[src/rtl/dmem_responder.sv]
// Multi-cycle data-memory responder for the MEM stage: IDLE/BUSY/DONE FSM servicing loads and
// stores against an internal word array. Optional misalignment fault via `DMEM_ALIGN_CHECK_EN`.
module dmem_responder #(
    parameter int DEPTH   = 32,
    parameter int LATENCY = 3
) (
    input  logic        clk_i,
    input  logic        rst_i,
    input  logic        MemRead_i,
    input  logic        MemWrite_i,
    input  logic [31:0] addr_i,
    input  logic [31:0] data_i,
    output logic [31:0] data_o,
    output logic        stall_o,
    output logic        done_o,
    output logic        err_o
);

    localparam int IDX_W = $clog2(DEPTH);
    localparam int CNT_W = (LATENCY > 1) ? $clog2(LATENCY) : 1;

    generate
        if (DEPTH < 2 || (DEPTH & (DEPTH - 1)) != 0) begin : g_bad_depth
            $error("dmem_responder: DEPTH must be a power of 2, at least 2");
        end
        if (LATENCY < 1) begin : g_bad_latency
            $error("dmem_responder: LATENCY must be at least 1");
        end
    endgenerate

    typedef enum logic [1:0] {
        IDLE = 2'd0,
        BUSY = 2'd1,
        DONE = 2'd2
    } state_t;

    state_t             state, state_next;
    logic [CNT_W-1:0]   cnt;
    logic               wr_q;
    logic [IDX_W-1:0]   idx_q;
    logic [31:0]        wdata_q;
    logic               fault_q;
    logic               req;
    logic               access;
    logic [31:0]        mem [DEPTH];

    // Only the word-index bits of the address select storage; the rest wrap away.
    logic unused_addr_bits;
    assign unused_addr_bits = ^{addr_i[31:IDX_W+2], addr_i[1:0]};

    assign req    = MemRead_i | MemWrite_i;
    assign access = (state == BUSY) && (cnt == '0);

    // NOTE: sequential state uses non-blocking assignments so every register samples pre-edge values.
    always_ff @(posedge clk_i or negedge rst_i) begin
        if (!rst_i) begin
            state <= IDLE;
        end else begin
            state <= state_next;
        end
    end

    // NOTE: every combinational output gets a default first, so no path leaves it unassigned (no latch).
    always_comb begin
        state_next = state;
        case (state)
            IDLE:    if (req) state_next = BUSY;
            BUSY:    if (cnt == '0) state_next = DONE;
            DONE:    state_next = IDLE;
            default: state_next = IDLE;
        endcase
    end

    always_comb begin
        stall_o = 1'b0;
        done_o  = 1'b0;
        err_o   = 1'b0;
        case (state)
            IDLE: stall_o = req;
            BUSY: stall_o = 1'b1;
            DONE: begin
                done_o = 1'b1;
                err_o  = fault_q;
            end
            default: ;
        endcase
    end

    // Request capture, latency countdown and read-data register.
    always_ff @(posedge clk_i or negedge rst_i) begin
        if (!rst_i) begin
            cnt     <= '0;
            wr_q    <= 1'b0;
            idx_q   <= '0;
            wdata_q <= '0;
            data_o  <= '0;
        end else begin
            case (state)
                IDLE: begin
                    if (req) begin
                        wr_q    <= MemWrite_i;
                        idx_q   <= addr_i[IDX_W+1:2];
                        wdata_q <= data_i;
                        cnt     <= CNT_W'(LATENCY - 1);
                    end
                end
                BUSY: begin
                    if (cnt != '0) begin
                        cnt <= cnt - 1'b1;
                    end else if (!wr_q && !fault_q) begin
                        data_o <= mem[idx_q];
                    end
                end
                default: ;
            endcase
        end
    end

`ifdef DMEM_ALIGN_CHECK_EN
    always_ff @(posedge clk_i or negedge rst_i) begin
        if (!rst_i) begin
            fault_q <= 1'b0;
        end else if (state == IDLE && req) begin
            fault_q <= (addr_i[1:0] != 2'b00);
        end
    end
`else
    assign fault_q = 1'b0;
`endif

    // NOTE: the array has no reset; reset forces IDLE, so an in-flight store never reaches this write.
    always_ff @(posedge clk_i) begin
        if (access && wr_q && !fault_q) begin
            mem[idx_q] <= wdata_q;
        end
    end

endmodule

[config.mk]
export PLATFORM = sky130hd
export DESIGN_NAME = dmem_responder
export DESIGN_NICKNAME = d
export VERILOG_FILES = /design/src/rtl/dmem_responder.sv
export SDC_FILE = /design/constraint.sdc
export NUM_CORES = 1
export LEC_CHECK = 0
export BUFFER_PORTS_ARGS = -buffer_cell sky130_fd_sc_hd__buf_2
export CAP_MARGIN = 20
export CORE_ASPECT_RATIO = 1.75
export CORE_UTILIZATION = 35
export CTS_CLUSTER_SIZE = 30
export DETAILED_ROUTE_END_ITERATION = 10
export GPL_TIMING_DRIVEN = 1
export PLACE_DENSITY = 0.53
export SETUP_SLACK_MARGIN = 0.5
export SYNTH_ARGS = -nofsm -noshare
export SYNTH_HDL_FRONTEND = slang
export SYNTH_SLANG_ARGS = --single-unit
[constraint.sdc]
create_clock -name clk_i -period 6.8 [get_ports clk_i]
set_input_delay 0.34 -clock clk_i [delete_from_list [all_inputs] [get_ports clk_i]]
set_output_delay 0.34 -clock clk_i [all_outputs]
set_load 0.03 [all_outputs]
==> out/results.tsv <==
stage	metric	value	unit
floorplan	Die W	263	µm
synth	Synth Cell Area	0.0418	mm²
global_route	GRT Resource Usage Total	0.189	
clock_network	CTS tree	built	
drt	final wirelength	113000	µm
job	# Max-Cap Violations	0	
synth	Syn Inst Count	2039	
floorplan	Placeable Area	0.118	mm²
global_route	gr ovfl total	0	
global_route	vias in the first global route	21900	
floorplan	# IOs	103	
worst_setup_path	Worst Setup End Kind	flip-flop	
worst_setup_path	Crit path max-delay family	buffers and inverters	
timing	final period utilization	0.581	
synth	#FFs+latches synth	1098	
timing	fin crit period	3.95	ns
layout	nets	2283	
worst_setup_path	crit-path max cell delay	0.86	ns
timing	setup TNS	0	ns
floorplan	Die Height	459	µm
worst_setup_path	Worst EP required	7.38	ns
drt	DR pass1 iterations	5	
clock_network	Num CTS Buffers	97	
clock_network	Post-CTS Setup Inserts	0	
synth	top area cells in the synthesized netlist	edfxtp_1 (74%), mux4_2 (8.5%), mux2i_1 (4.8%)	
drt	Via Count	20700	
clock_network	root buffer cell	clkbuf_16	
worst_setup_path	crit path kind	flip-flop to flip-flop	
power_and_ir_drop	PD cells	421	mW/mm²
clock_network	htree depth	3	
run_status	status	completed	
min_path	Worst Hold Class	input pin to asynchronous set/reset pin	
clock_network	Sink Count	1098	
clock_network	clock latency on the worst-skew pair	0.71	ns
power_and_ir_drop	Peak supply drop	0.000277	V
clock_network	Clock Path Buffers	3	
drt	vias per cell	5.41	
drt	DR iter-0 viols	1718	
placement	HPWL after detailed placement	66900	µm
synth	async set-or-reset flop fraction in the synthesized netlist	0.0674	
worst_setup_path	critical path, cell by cell	buf_12 > buf_4 > mux2i_1 > o22ai_1 > or4_1 > a21oi_1 > a31oi_1	
synth	synthesized area per cell	20.5	µm²
worst_setup_path	CP max stage cell	dfrtp_4	
placement	Port Buffers	74	
timing	RSZ-0062 raised after global routing	no	
global_route	largest net degree at the start of global routing	96	
synth	dominant cell type by area after synthesis	edfxtp_1	
power_and_ir_drop	Design Power	20.3	mW
floorplan	die area	0.121	mm²
drt	Routed wire per std cell	29.6	µm
timing	worst slew pin tran	1.20	ns
layout	share of cells above drive strength 1	0.235	
timing	Final setup viols	0	
clock_network	Reg clk slew, reported paths	0.07	ns
synth	number of synthesized flops with an enable pin	1024	
synth	share of the synthesized area in the top cell type	0.736	
synth	post-synthesis sequential area ratio	0.781	
worst_setup_path	Worst setup SP type	flip-flop	
synth	Cell variety after synth	51	
worst_setup_path	CP Depth	7	
placement	routability cong.	0.790	
synth	Mapped Nets	2108	
power_and_ir_drop	static leakage	15.5	nW
floorplan	starting density of the core	0.353	
drt	DR DRC count	0	
global_route	first-pass GRT wire length	161000	µm
timing	Max-slew headroom	0.197	
synth	commonest register cell after synthesis	edfxtp_1	
global_route	initial antenna violation count	2	
worst_setup_path	worst reg2reg path depth	7	
worst_setup_path	Worst EP arrival	4.53	ns
worst_setup_path	crit path buf inv count	2	
layout	Area growth syn-to-layout	15.3	%
timing	fmax	0.253	GHz
timing	Final Skew	0.0240	ns
timing	Fin. Hold Viols	0	
floorplan	Rows	167	
timing	Slew Limit Fails	0	
synth	Synth warnings	0	
worst_setup_path	CP max FO	95	
drt	Final ANT Viol Nets	0	
per-layer routing:
layer / vias up / part of all wire / track usage
li1: 8776 / - / -
met1: 11200 / 0.38 / 0.221
met2: 614 / 0.55 / 0.350
met3: 143 / 0.046 / 0.0268
met4: 0 / 0.028 / 0.0659
met5: - / 0 / 0
cell usage in the layout, fill, tap and decap left out, types with 16 or more instances in the layout:
cell              n
clkinv_2         18
mux2i_1         199
dlygate4sd3_1    39
edfxtp_1       1024
nand2_1          21
nor2_4           32
buf_2            73
a31oi_1          33
o22ai_1          71
a21oi_1          16
or4_1            18
mux2_2           37
clkbuf_16       100
clkbuf_1         16
buf_4            63
mux4_2          157
nor2_1           64
o21ai_0          29
a22oi_1          43
dfrtp_1          71
registers in the layout, summed over array words and instances, names as in the netlist:
| signal | flops |
|---|---|
| wr_q | 1 |
| idx_q | 5 |
| mem | 1024 |
| state | 2 |
| wdata_q | 32 |
| cnt | 2 |
| data_o | 32 |
cells in the mapped netlist (8+ instances only):
cell type     n
and3_1        8
a22oi_1      43
edfxtp_1   1024
nor2_1       99
buf_4        21
buf_2        52
dfrtp_1      74
o22ai_1      71
o21ai_0      29
mux4_2      157
or4_1        18
mux2i_1     199
a21oi_1      16
a31oi_1      33
nor3_1       16
a221oi_1      9
buf_6        11
clkbuf_1     26
mux2_2       37
nand2_1      21
nand2b_1      8
final cells by class:
cell class / instances / area [µm²]
Clock buffer: 124 / 2670
Antenna cell: 2 / 5.00
Sequential cell: 1098 / 32600
Clock inverter: 59 / 681
Timing Repair Buffer: 187 / 1490
Fill cell: 10500 / 70100
Inverter: 3 / 11.3
Tap cell: 1521 / 1900
Multi-Input combinational cell: 827 / 8760
through the flow:
step	utilization	instances	worst slack (ns)	hold slack, ns	cell area (µm²)
after detailed placement	0.374	3590	2.84	0.376	44200
final	0.407	3821	2.85	0.181	48100
after global routing	0.407	3820	2.63	0.218	48100
after global placement	0.373	3586	2.74	0.375	44100
after floorplan	-	2039	3.50	0.0444	41800
after CTS	0.406	3812	2.83	0.163	48000
worst register-to-register path, stage by stage (launching register included):
cell and delay [ns]:
dfrtp_4 0.86, buf_12 0.48, buf_4 1.16, mux2i_1 0.35
o22ai_1 0.09, or4_1 0.57, a21oi_1 0.22, a31oi_1 0.11
what timing repair did:
action	4_1_cts	5_1_grt
gates resized for setup	0	0
setup endpoints to repair	0	0
hold buffers	39	0
hold endpoints to repair	63	0
where the power goes:
part           switching [mW]  internal (mW)  leakage (nW)  total, mW
registers                1.05           8.68          10.1       9.73
logic                    2.77           1.95          3.84       4.72
clock network            2.51           3.30          1.64       5.81
logic make-up (layout without fill, tap and decap cells):
group | after synthesis | count (layout) | share of synthesized area
flops | 1098 | 1098 | 0.781
mux | 393 | 393 | 0.142
compound gates | 222 | 222 | 0.0349
simple gates | 210 | 210 | 0.0259
buf+inv | 114 | 373 | 0.0157
fa+ha+maj | 1 | 1 | 0.000300
other cells | 1 | 3 | 0.0000898
final timing paths:
| kind | from | endpoint | slack (ns) |
|---|---|---|---|
| max | idx_q[1]$_DFFE_PN0P_ | data_o[12]$_DFFE_PN0P_ | 2.85 |
| min | rst_i | data_o[26]$_DFFE_PN0P_ | 0.18 |
| max reg2reg | idx_q[1]$_DFFE_PN0P_ | data_o[12]$_DFFE_PN0P_ | 2.85 |
| min reg2reg | cnt[0]$_DFFE_PN0P_ | cnt[0]$_DFFE_PN0P_ | 0.50 |
| max in group asynchronous | rst_i | idx_q[4]$_DFFE_PN0P_ | 5.18 |
| min in group clk_i | data_i[31] | wdata_q[31]$_DFFE_PN0P_ | 0.40 |
Note: power is estimated with default switching activity, not from simulation.
